===== src/rtl/write_back_unit.sv =====
// write_back_unit
//
// Purpose:
//   Handles the sequencer's write-back step. A one-cycle start pulse latches
//   the layer opcode and the conv-type flag. The unit then drains N_WORDS
//   signed accumulators from the convolution result buffer. Each word is
//   ReLU'd, round-shifted right by SHIFT and saturated to DATA_W bits. The
//   result goes to feature memory through a ready-gated write port. A
//   one-cycle finish pulse closes the step.
//
// Ports:
//   i_clk              clock
//   i_reset            synchronous active-low reset
//   i_startWriteBack   one-cycle start pulse (honoured only when idle)
//   i_opcode           layer opcode, sampled with start
//   i_opConv           conv type, sampled with start (selects BASE1/BASE0)
//   o_finish_writeBack one-cycle done pulse
//   o_busy             high from the cycle after start until finish inclusive
//   o_rdAddr           result buffer read index (holds outside READ)
//   i_rdData           result buffer data, valid the cycle after READ
//   o_memWrEn          feature memory write request
//   o_memAddr          feature memory write address
//   o_memData          feature memory write data
//   i_memReady         write accepted when o_memWrEn & i_memReady

module write_back_unit #(
    parameter int                DATA_W  = 8,
    parameter int                ACC_W   = 32,
    parameter int                ADDR_W  = 16,
    parameter int                N_WORDS = 64,
    parameter int                IDX_W   = 6,
    parameter int                SHIFT   = 8,
    parameter logic [ADDR_W-1:0] BASE0   = 16'h0000,
    parameter logic [ADDR_W-1:0] BASE1   = 16'h4000
) (
    input  logic              i_clk,
    input  logic              i_reset,
    input  logic              i_startWriteBack,
    input  logic [5:0]        i_opcode,
    input  logic              i_opConv,
    output logic              o_finish_writeBack,
    output logic              o_busy,
    output logic [IDX_W-1:0]  o_rdAddr,
    input  logic [ACC_W-1:0]  i_rdData,
    output logic              o_memWrEn,
    output logic [ADDR_W-1:0] o_memAddr,
    output logic [DATA_W-1:0] o_memData,
    input  logic              i_memReady
);

    typedef enum logic [2:0] {
        IDLE,
        READ,
        WAIT,
        WRITE,
        DONE
    } state_t;

    // Half an LSB of the shifted result, added before the shift to round to nearest.
    localparam logic [ACC_W:0] ROUND_BIAS = (ACC_W+1)'(2 ** (SHIFT - 1));

    state_t            state_q,   state_d;
    logic [IDX_W-1:0]  idx_q,     idx_d;
    logic [5:0]        opcode_q,  opcode_d;
    logic              opConv_q,  opConv_d;
    logic [IDX_W-1:0]  rdAddr_q,  rdAddr_d;
    logic [ADDR_W-1:0] memAddr_q, memAddr_d;
    logic [DATA_W-1:0] memData_q, memData_d;

    logic [ACC_W:0]    rounded;
    logic [ACC_W:0]    shifted;
    logic              nonPositive;
    logic [DATA_W-1:0] result;
    logic [ADDR_W-1:0] regionBase;
    logic [ADDR_W-1:0] addrSum;

    // Requantisation of the word arriving from the result buffer. The extra
    // top bit keeps the rounding add from overflowing. Any set bit above
    // DATA_W after the shift means the value saturates to all ones.
    assign rounded     = {1'b0, i_rdData} + ROUND_BIAS;
    assign shifted     = rounded >> SHIFT;
    assign nonPositive = i_rdData[ACC_W-1] || (i_rdData == '0);
    assign result      = nonPositive              ? '0 :
                         (|shifted[ACC_W:DATA_W]) ? '1 :
                                                    shifted[DATA_W-1:0];

    // Destination is base + opcode*N_WORDS + index. N_WORDS is a power of
    // two, so the multiply is a shift. The sum wraps modulo 2^ADDR_W.
    assign regionBase = opConv_q ? BASE1 : BASE0;
    assign addrSum    = regionBase + (ADDR_W'(opcode_q) << IDX_W) + ADDR_W'(idx_q);

    // State and datapath registers. Reset wins in any state, which abandons
    // a partial transfer without a finish pulse.
    always_ff @(posedge i_clk) begin
        if (!i_reset) begin
            state_q   <= IDLE;
            idx_q     <= '0;
            opcode_q  <= '0;
            opConv_q  <= 1'b0;
            rdAddr_q  <= '0;
            memAddr_q <= '0;
            memData_q <= '0;
        end else begin
            state_q   <= state_d;
            idx_q     <= idx_d;
            opcode_q  <= opcode_d;
            opConv_q  <= opConv_d;
            rdAddr_q  <= rdAddr_d;
            memAddr_q <= memAddr_d;
            memData_q <= memData_d;
        end
    end

    // Next-state logic. Start is only looked at in IDLE, so the latched
    // opcode/opConv stay fixed for the whole transfer. The write address and
    // data are registered in WAIT and then held through any WRITE stall.
    always_comb begin
        state_d   = state_q;
        idx_d     = idx_q;
        opcode_d  = opcode_q;
        opConv_d  = opConv_q;
        rdAddr_d  = rdAddr_q;
        memAddr_d = memAddr_q;
        memData_d = memData_q;
        case (state_q)
            IDLE: begin
                if (i_startWriteBack) begin
                    opcode_d = i_opcode;
                    opConv_d = i_opConv;
                    idx_d    = '0;
                    state_d  = READ;
                end
            end
            READ: begin
                rdAddr_d = idx_q;
                state_d  = WAIT;
            end
            WAIT: begin
                memData_d = result;
                memAddr_d = addrSum;
                state_d   = WRITE;
            end
            WRITE: begin
                if (i_memReady) begin
                    if (idx_q == IDX_W'(N_WORDS - 1)) begin
                        state_d = DONE;
                    end else begin
                        idx_d   = idx_q + IDX_W'(1);
                        state_d = READ;
                    end
                end
            end
            DONE: begin
                state_d = IDLE;
            end
            default: begin
                state_d = IDLE;
            end
        endcase
    end

    // The buffer index is driven straight from idx_q during READ, so the
    // buffer sees it in that same cycle. Outside READ the last index is held.
    assign o_rdAddr           = (state_q == READ) ? idx_q : rdAddr_q;
    assign o_busy             = (state_q != IDLE);
    assign o_memWrEn          = (state_q == WRITE);
    assign o_finish_writeBack = (state_q == DONE);
    assign o_memAddr          = memAddr_q;
    assign o_memData          = memData_q;

endmodule


===== config.mk =====
export PLATFORM = sky130hd
export DESIGN_NAME = write_back_unit
export DESIGN_NICKNAME = d
export VERILOG_FILES = /design/src/rtl/write_back_unit.sv
export SDC_FILE = /design/constraint.sdc
export NUM_CORES = 1
export LEC_CHECK = 0
export ABC_AREA = 1
export BUFFER_PORTS_ARGS = -buffer_cell sky130_fd_sc_hd__buf_2
export CAP_MARGIN = 20
export CORE_MARGIN = 5
export CORE_UTILIZATION = 47
export DETAILED_ROUTE_END_ITERATION = 7
export PLACE_DENSITY = 0.76
export SETUP_SLACK_MARGIN = 0.02
export SYNTH_ARGS = -nofsm -noshare
export SYNTH_HDL_FRONTEND = slang
export SYNTH_SLANG_ARGS = --single-unit

===== constraint.sdc =====
create_clock -name i_clk -period 1.6 [get_ports i_clk]
set_input_delay 0.08 -clock i_clk [delete_from_list [all_inputs] [get_ports i_clk]]
set_output_delay 0.08 -clock i_clk [all_outputs]
set_load 0.03 [all_outputs]

# ---- After elaboration in Yosys (flattened, before gate mapping)
# Index checks and enable logic that the tools add are counted.
dict set report op_classes {
  n_addsub 4
  eq_ne 8
  muxes 12
  n_reduce_logical 9
}
# op n
set op_table {}
lappend op_table {{adder 32 x 8 -> 33 bit (second input constant)} 1}
lappend op_table {{zero test 32 bit} 1}
lappend op_table {{2-to-1 mux 6 bit} 4}
lappend op_table {{OR reduction 17 bit} 1}
lappend op_table {{adder 15 x 12 -> 16 bit} 1}
lappend op_table {{adder 16 x 6 -> 16 bit} 1}
lappend op_table {{2-to-1 mux 8 bit} 2}
lappend op_table {{2-to-1 mux 15 bit} 1}
lappend op_table {{one-hot mux 3 bit (4 select lines)} 1}
lappend op_table {{one-hot mux 6 bit (2 select lines)} 1}
lappend op_table {{2-to-1 mux 3 bit} 3}
lappend op_table {{adder 6 x 1 -> 6 bit (second input constant)} 1}
lappend op_table {{equality test 3 x 2 -> 1 bit (second input constant)} 2}
lappend op_table {{equality test 6 bit (second input constant)} 1}
lappend op_table {{!= test 2 bit (second input constant)} 2}
lappend op_table {{AND reduction 2 bit} 2}
lappend op_table {{AND reduction 4 bit} 1}
lappend op_table {{equality test 3 x 1 -> 1 bit (second input constant)} 1}
lappend op_table {{equality test 3 bit (second input constant)} 1}
lappend op_table {{zero test 3 bit} 1}
lappend op_table {{nonzero test 3 bit} 1}
lappend op_table {{!= test 2 x 1 -> 1 bit (second input constant)} 1}
lappend op_table {{nonzero test 2 bit} 1}
lappend op_table {{logical OR 1 bit} 1}
dict set report word_totals {
  input_bits 43
  reg_bits 46
}

# ---- Depth between registers and ports, before layout
# Gate-level depths: netlist of the first run.
dict set report logic_depth {
  ltp_word 4
  depth_mapped 14
}

# ---- Least setup slack after synthesis of the first run
# No wires, ideal clock.
dict set report synth_timing {
  kind {reg-to-reg}
  startpoint {register state_q[1]}
  endpoint {register idx_q[5]}
  path_stages_with_launch 13
  period_less_slack_ns 1.754
  n_path_buf 0
  arrival_ns 1.684
  setup_time_ns 0.070
  path_slack_ns -0.154
  path_cell_list {dfxtp_1 -> inv_1 -> nor3_4 -> nand2_1 -> o21ai_2 -> a21oi_1 -> nand2_1 -> nand2_1 -> nand2_1 -> nor2_1 -> nand3_1 -> nand2_1 -> a21oi_1}
}
dict set report synth_via {
  elab_chain_cells 3
  word_cells_on_any_way 8
}
# element line_no
set synth_lines {}
lappend synth_lines {{start, declared} 62} ;# state_t state_q, state_d;
lappend synth_lines {{start signal, assigned} 104} ;# state_q <= state_d;
lappend synth_lines {{equality test 3 x 2 -> 1 bit (*)} -}
lappend synth_lines {{via o_memWrEn} 45} ;# output logic o_memWrEn,
lappend synth_lines {{!= test 2 bit (no source line), or another cell as far along} -}
lappend synth_lines {{AND reduction 4 bit (no source line)} -}
lappend synth_lines {{end signal, assigned} 105} ;# idx_q <= idx_d;
lappend synth_lines {{end, declared} 63} ;# logic [IDX_W-1:0] idx_q, idx_d;
# Mark *: on every way through the listed nets, which the timed path passes. The rest lies on a longest branch.
# A chain may end at the register's enable or synchronous reset.

# ---- Final worst setup path of the first run
dict set report layout_timing {
  startpoint {register idx_q[0]}
  endpoint {register idx_q[5]}
}
dict set report layout_via {
  elab_chain_cells 4
  word_cells_on_any_way 7
}
# element line_no
set layout_lines {}
lappend layout_lines {{adder 6 x 1 -> 6 bit} 148} ;# idx_d = idx_q + IDX_W'(1);
lappend layout_lines {{2-to-1 mux 6 bit} 145} ;# if (idx_q == IDX_W'(N_WORDS - 1)) begin
lappend layout_lines {{2-to-1 mux 6 bit} 144} ;# if (i_memReady) begin
lappend layout_lines {{one-hot mux 6 bit (2 select lines)} 125} ;# case (state_q)
# Parallel ways exist; a longest one is shown, timed or not. The select of a mux whose other input is x is not followed.

==> metrics.txt, run 1 <==
outcome finished, violations left; failing checks negative setup slack; HPWL Detailed 5600 um; routed len/inst 13.2 um; largest net degree at the start of global routing 27; Max Cap Viol 0; EDFF count, synth 0; final setup violation count 3; top cell type's share of synthesized area 0.327; Layout Skew 10.6 ps; Peak VDD IR 0.731 mV; vias in the first global route 2717; DIE WIDTH 84.8 um; final worst setup slack -12.3 ps; Initial DRC Count 178; hold_ws 52.4 ps; final hold violations 0; Multi-input gate area 0.00168 mm^2; ranking of synthesized cells by area dfxtp_1, nand2_1, a21oi_1, inv_1, o21ai_0; post-synthesis cell count 406; Crit path required time 1790 ps; clk root buf clkbuf_8; synthesized cell area 0.00263 mm^2; leakage power 1.73 nW; first-pass GRT wire length 12300 um; Vias 3039; unrepaired setup endpoints after global routing yes; Die ar. 0.00719 mm^2; Critical Path Sink Type register; IO buf count 72; Clk Latency, worst-skew pair 310 ps; Final Slew Violations 0; GRT Resource Usage Total 0.210; top_reg_cell synth dfxtp_1; HP Class in2reg; CTS tree done; #FFs+latches synth 43; H-Tree Depth 2; antenna-violating nets left 0; final period utilization 1.01; async set-reset flop share out of synthesis 0; Sink Count 43; Synth top cells by count nand2_1, inv_1, dfxtp_1; Synth Area per Inst 6.47 um^2; Yosys Warn Count 0; initial antenna violation count 0; Netlist cell types 36; post-synth top area cell dfxtp_1; core area 0.00547 mm^2; final setup TNS -20.6 ps; crit path max fanout 4; Setup crit start kind register; CP arrival 1810 ps; layout cells sized above 1 0.384; DRC 0; initial core utilization 0.480; TritonCTS Buffers 5; Area growth syn-to-layout 40.8%; n_diodes 0; std cell rows 27; WS Path Type reg2reg; RePlAce Congestion 0.939; total grt overflow 0; Final Power 3.90 mW; Reg clk slew, reported paths 90 ps; TritonRoute pass-1 iters 5; fmax 620 MHz; Fillers 503; P per Cell Area 1050 mW/mm^2; Util after Layout 0.676; fin crit period 1610 ps; register area 875 um^2; Die Ht 84.8 um; Placed Area 0.00332 mm^2; worst-margin pin slew 551 ps; Ports 76; final net count 567; via density per instance 5.11; drt total wl 7880 um; CTS Buffer Depth 2; Final Cell Area 0.00370 mm^2; dominant cell by count in the synthesized netlist nand2_1; Rel. slew slack 0.631; Seq/Total Area, Yosys 0.327
[stage by stage]
step / worst slack [ps] / instances
2_1_floorplan: -59.1 / 408
3_3_place_gp: -153 / 572
3_5_place_dp: -165 / 572
4_1_cts: 15.0 / 588
5_1_grt: -89.9 / 595
6_report: -12.3 / 595
[per-layer routing]
metal	vias up	wire length (um)	GRT usage	share of wire
met5	-	0	0	0
met4	0	141	0.0662	0.018
met3	17	509	0.0373	0.065
met2	98	3740	0.330	0.47
met1	1381	3490	0.292	0.44
li1	1543	-	-	-
[worst max-delay path, stage by stage, from the launching register on]
cell and delay (ps):
dfxtp_2 350, ha_4 170, nand2_4 70, nor2_4 40
nand2_2 90, nor2_4 50, a21oi_2 170, nand2_2 90
nand2_4 100, nand2_4 60, nor2_4 110, nand3_2 70
nand2_2 70, a21oi_2 30
[final cells by class]
type                            count  share of cell area
Sequential cell                    43               0.236
Clock inverter                      3             0.00541
Clock buffer                        5              0.0186
Multi-Input combinational cell    297               0.453
Timing Repair Buffer              117               0.203
Inverter                           58              0.0595
Tap cell                           72              0.0243
[cells in the final DEF, fill, tap and decap left out, types with 11 or more instances in the layout]
cell and n:
a21oi_1 35, o21ai_0 25, nand2_1 92, buf_2 66
nor2_4 11, dfxtp_1 38, buf_4 45, nor2_1 21
nand3_1 22, inv_1 46
[cells by family (layout without fill, tap and decap cells)]
logic type | Yosys count | after routing | synth area share
buf+inv | 68 | 183 | 0.101
simple gates | 205 | 205 | 0.374
flops | 43 | 43 | 0.327
xor+xnor | 7 | 7 | 0.0233
fa+ha+maj | 2 | 2 | 0.00952
other cells | 1 | 3 | 0.00143
compound gates | 80 | 80 | 0.163
[worst paths after layout]
kind	startpoint	to	slack, ps	cells past startpoint
setup / recovery	idx_q[0]	idx_q[5]	-10	13
hold / removal	i_opcode[5]	opcode_q[5]	50	3
setup reg to reg	idx_q[0]	idx_q[5]	-10	13
hold reg to reg	opcode_q[1]	o_memAddr[7]	450	2
[state kept, by name, summed over array words and instances (netlist names)]
| name | cells |
|---|---|
| state_q | 3 |
| o_memAddr | 13 |
| o_memData | 8 |
| idx_q | 6 |
| opcode_q | 6 |
| opConv_q | 1 |
| rdAddr_q | 6 |
[where the power goes]
part / switching, mW / internal, mW / leakage [nW] / total, mW
sequential: 0.0973 / 1.27 / 0.354 / 1.37
combinational: 1.14 / 0.694 / 1.33 / 1.83
clock: 0.398 / 0.304 / 0.0402 / 0.702
[timing repair]
action / 4_1_cts / 5_1_grt
hold buffers: 0 / 0
endpoints found under the hold margin: 0 / 0
pin swaps: 8 / 14
setup buffers: 8 / 7
setup endpoints to repair: 10 / 21
resized for setup: 20 / 40
(Power assumes the default switching activity.)
==> run 2: changes to the inputs <==
--- a/config.mk
+++ b/config.mk
@@ -12,6 +12,7 @@
 export CORE_UTILIZATION = 47
 export DETAILED_ROUTE_END_ITERATION = 7
 export PLACE_DENSITY = 0.76
+export RECOVER_POWER = 50
 export SETUP_SLACK_MARGIN = 0.02
 export SYNTH_ARGS = -nofsm -noshare
 export SYNTH_HDL_FRONTEND = slang
==> run 2 against run 1 <==
Net effect: the flow still finishes with violations (negative setup slack); power shrank 0.57%; combinational power about the same; cell area shrank 0.71%; clock-buffer cell count unchanged; highest routed layer unchanged; die area is the same; wire length increased by 0.23%; largest cell class unchanged; setup slack lost 0.87 ps; critical path type unchanged.
==> metrics.txt, run 2 (synthesis results as in run 1) <==
max reg flops 13 (unchanged); clk root buf clkbuf_8; HPWL Detailed 5600 um (unchanged); final hold violations 0 (unchanged); drt total wl 7900 um (+0.23%); initial antenna violation count 0 (unchanged); Peak VDD IR 0.727 mV (-0.50%); DRC 0 (unchanged); initial core utilization 0.480 (unchanged); final setup violation count 2 (-1); Area growth syn-to-layout 39.8%; Multi-input gate area 0.00168 mm^2 (unchanged); largest net degree at the start of global routing 27 (unchanged); antenna-violating nets left 0 (unchanged); final worst setup slack -13.2 ps (-0.874 ps); Util after Layout 0.672 (-0.00480); hold_ws 52.4 ps (-0.00760 ps); Critical-path top delay cell dfxtp_2; leakage power 1.64 nW (-5.1%); Final Slew Violations 0 (unchanged); CP max stage delay 350 ps (about the same); GRT Resource Usage Total 0.210 (unchanged); Cell Count Post-Placement 572 (unchanged); register area 875 um^2 (unchanged); Max Cap Viol 0 (unchanged); std cell rows 27 (unchanged); Die ar. 0.00719 mm^2 (unchanged); RePlAce Congestion 0.939 (unchanged); CTS tree done; Final Power 3.88 mW (-0.57%); Die Ht 84.8 um (unchanged); Vias 3026 (-0.43%); worst-margin pin slew 546 ps (-4.44 ps); Sink Count 43 (unchanged); Non-Filler Instances 595 (unchanged); crit path max fanout 4 (unchanged); Clk Latency, worst-skew pair 310 ps (about the same); failing checks negative setup slack; Initial DRC Count 159 (-11%); unrepaired setup endpoints after global routing yes; Crit path required time 1790 ps (about the same); Placed Area 0.00332 mm^2 (unchanged); final period utilization 1.01 (about the same); TritonCTS Buffers 5 (unchanged); outcome finished, violations left; final net count 567 (unchanged); H-Tree Depth 2 (unchanged); fmax 620 MHz (about the same); most frequent cells in the layout nand2_1, inv_1, buf_2, buf_4, dfxtp_1; WS Path Type reg2reg; via density per instance 5.09 (-0.43%); vias in the first global route 2717 (unchanged); commonest non-fill, non-tap cell in the layout nand2_1; IO buf count 72 (unchanged); Setup crit start kind register; Rel. slew slack 0.634 (+0.00298); first-pass GRT wire length 12300 um (unchanged); total grt overflow 0 (unchanged); Ports 76 (unchanged); fin crit period 1610 ps (+0.874 ps); HP Class in2reg; layout cells sized above 1 0.344 (-0.0402); P per Cell Area 1050 mW/mm^2 (+0.15%); Reg clk slew, reported paths 90 ps (about the same); dpl ws -165 ps (unchanged); routed len/inst 13.3 um (+0.23%); TritonRoute pass-1 iters 5 (unchanged); core area 0.00547 mm^2 (unchanged); DIE WIDTH 84.8 um (unchanged); CTS Buffer Depth 2 (unchanged); Fillers 512 (+1.8%); n_diodes 0 (unchanged); Final Cell Area 0.00368 mm^2 (-0.71%); CP arrival 1810 ps (about the same); CP Cell Sequence ha_4, nand2_4, nor2_4, nand2_2, nor2_4, a21oi_2, nand2_2, nand2_4, nand2_4, nor2_4, nand3_2, nand2_2, a21oi_2; Critical Path Sink Type register; final setup TNS -19.7 ps (+0.885 ps); Layout Skew 10.7 ps (+0.127 ps)
[run 2: repair_timing]
item	in CTS	in global routing
resized for setup	20	40
setup buffers	8	7
pin swaps	8	14
hold buffers	0	0
setup endpoints to repair	10	21
[run 2: area by class of cell]
cell class | instances | area share
inverter | 58 | 0.0599
tap | 72 | 0.0245
sequential | 43 | 0.238
timing repair buffer | 117 | 0.198
multi-input combinational | 297 | 0.456
clock buffer | 5 | 0.0187
clock inverter | 3 | 0.00545
[run 2: report_power, final]
part / switching [mW] / internal, mW / total [mW]
Sequential: 0.100 / 1.27 / 1.37
Combinational: 1.14 / 0.668 / 1.81
Clock: 0.398 / 0.304 / 0.701
Total: 1.64 / 2.24 / 3.88
[run 2: per-layer routing]
metal | up-vias | routed length, um | global-route usage | share of wire
met5 | - | 0 | 0 | 0
met4 | 0 | 137 | 0.0662 | 0.017
met3 | 13 | 478 | 0.0373 | 0.060
met2 | 91 | 3750 | 0.330 | 0.47
met1 | 1376 | 3530 | 0.292 | 0.45
li1 | 1546 | - | - | -
[run 2: path summary, 6_finish.rpt]
kind / from / end / slack [ps] / cells after the start
setup / recovery: idx_q[0] / idx_q[5] / -10 / 13
hold / removal: i_opcode[5] / opcode_q[5] / 50 / 3
setup reg to reg: idx_q[0] / idx_q[5] / -10 / 13
hold reg to reg: opcode_q[1] / o_memAddr[7] / 450 / 2
[run 2: critical path, delay by kind of cell, from the launching register on]
| kind | cells | cell delay [ps] |
|---|---|---|
| flops | 1 | 350 |
| compound gates | 2 | 200 |
| fa+ha+maj | 1 | 170 |
| simple gates | 10 | 750 |
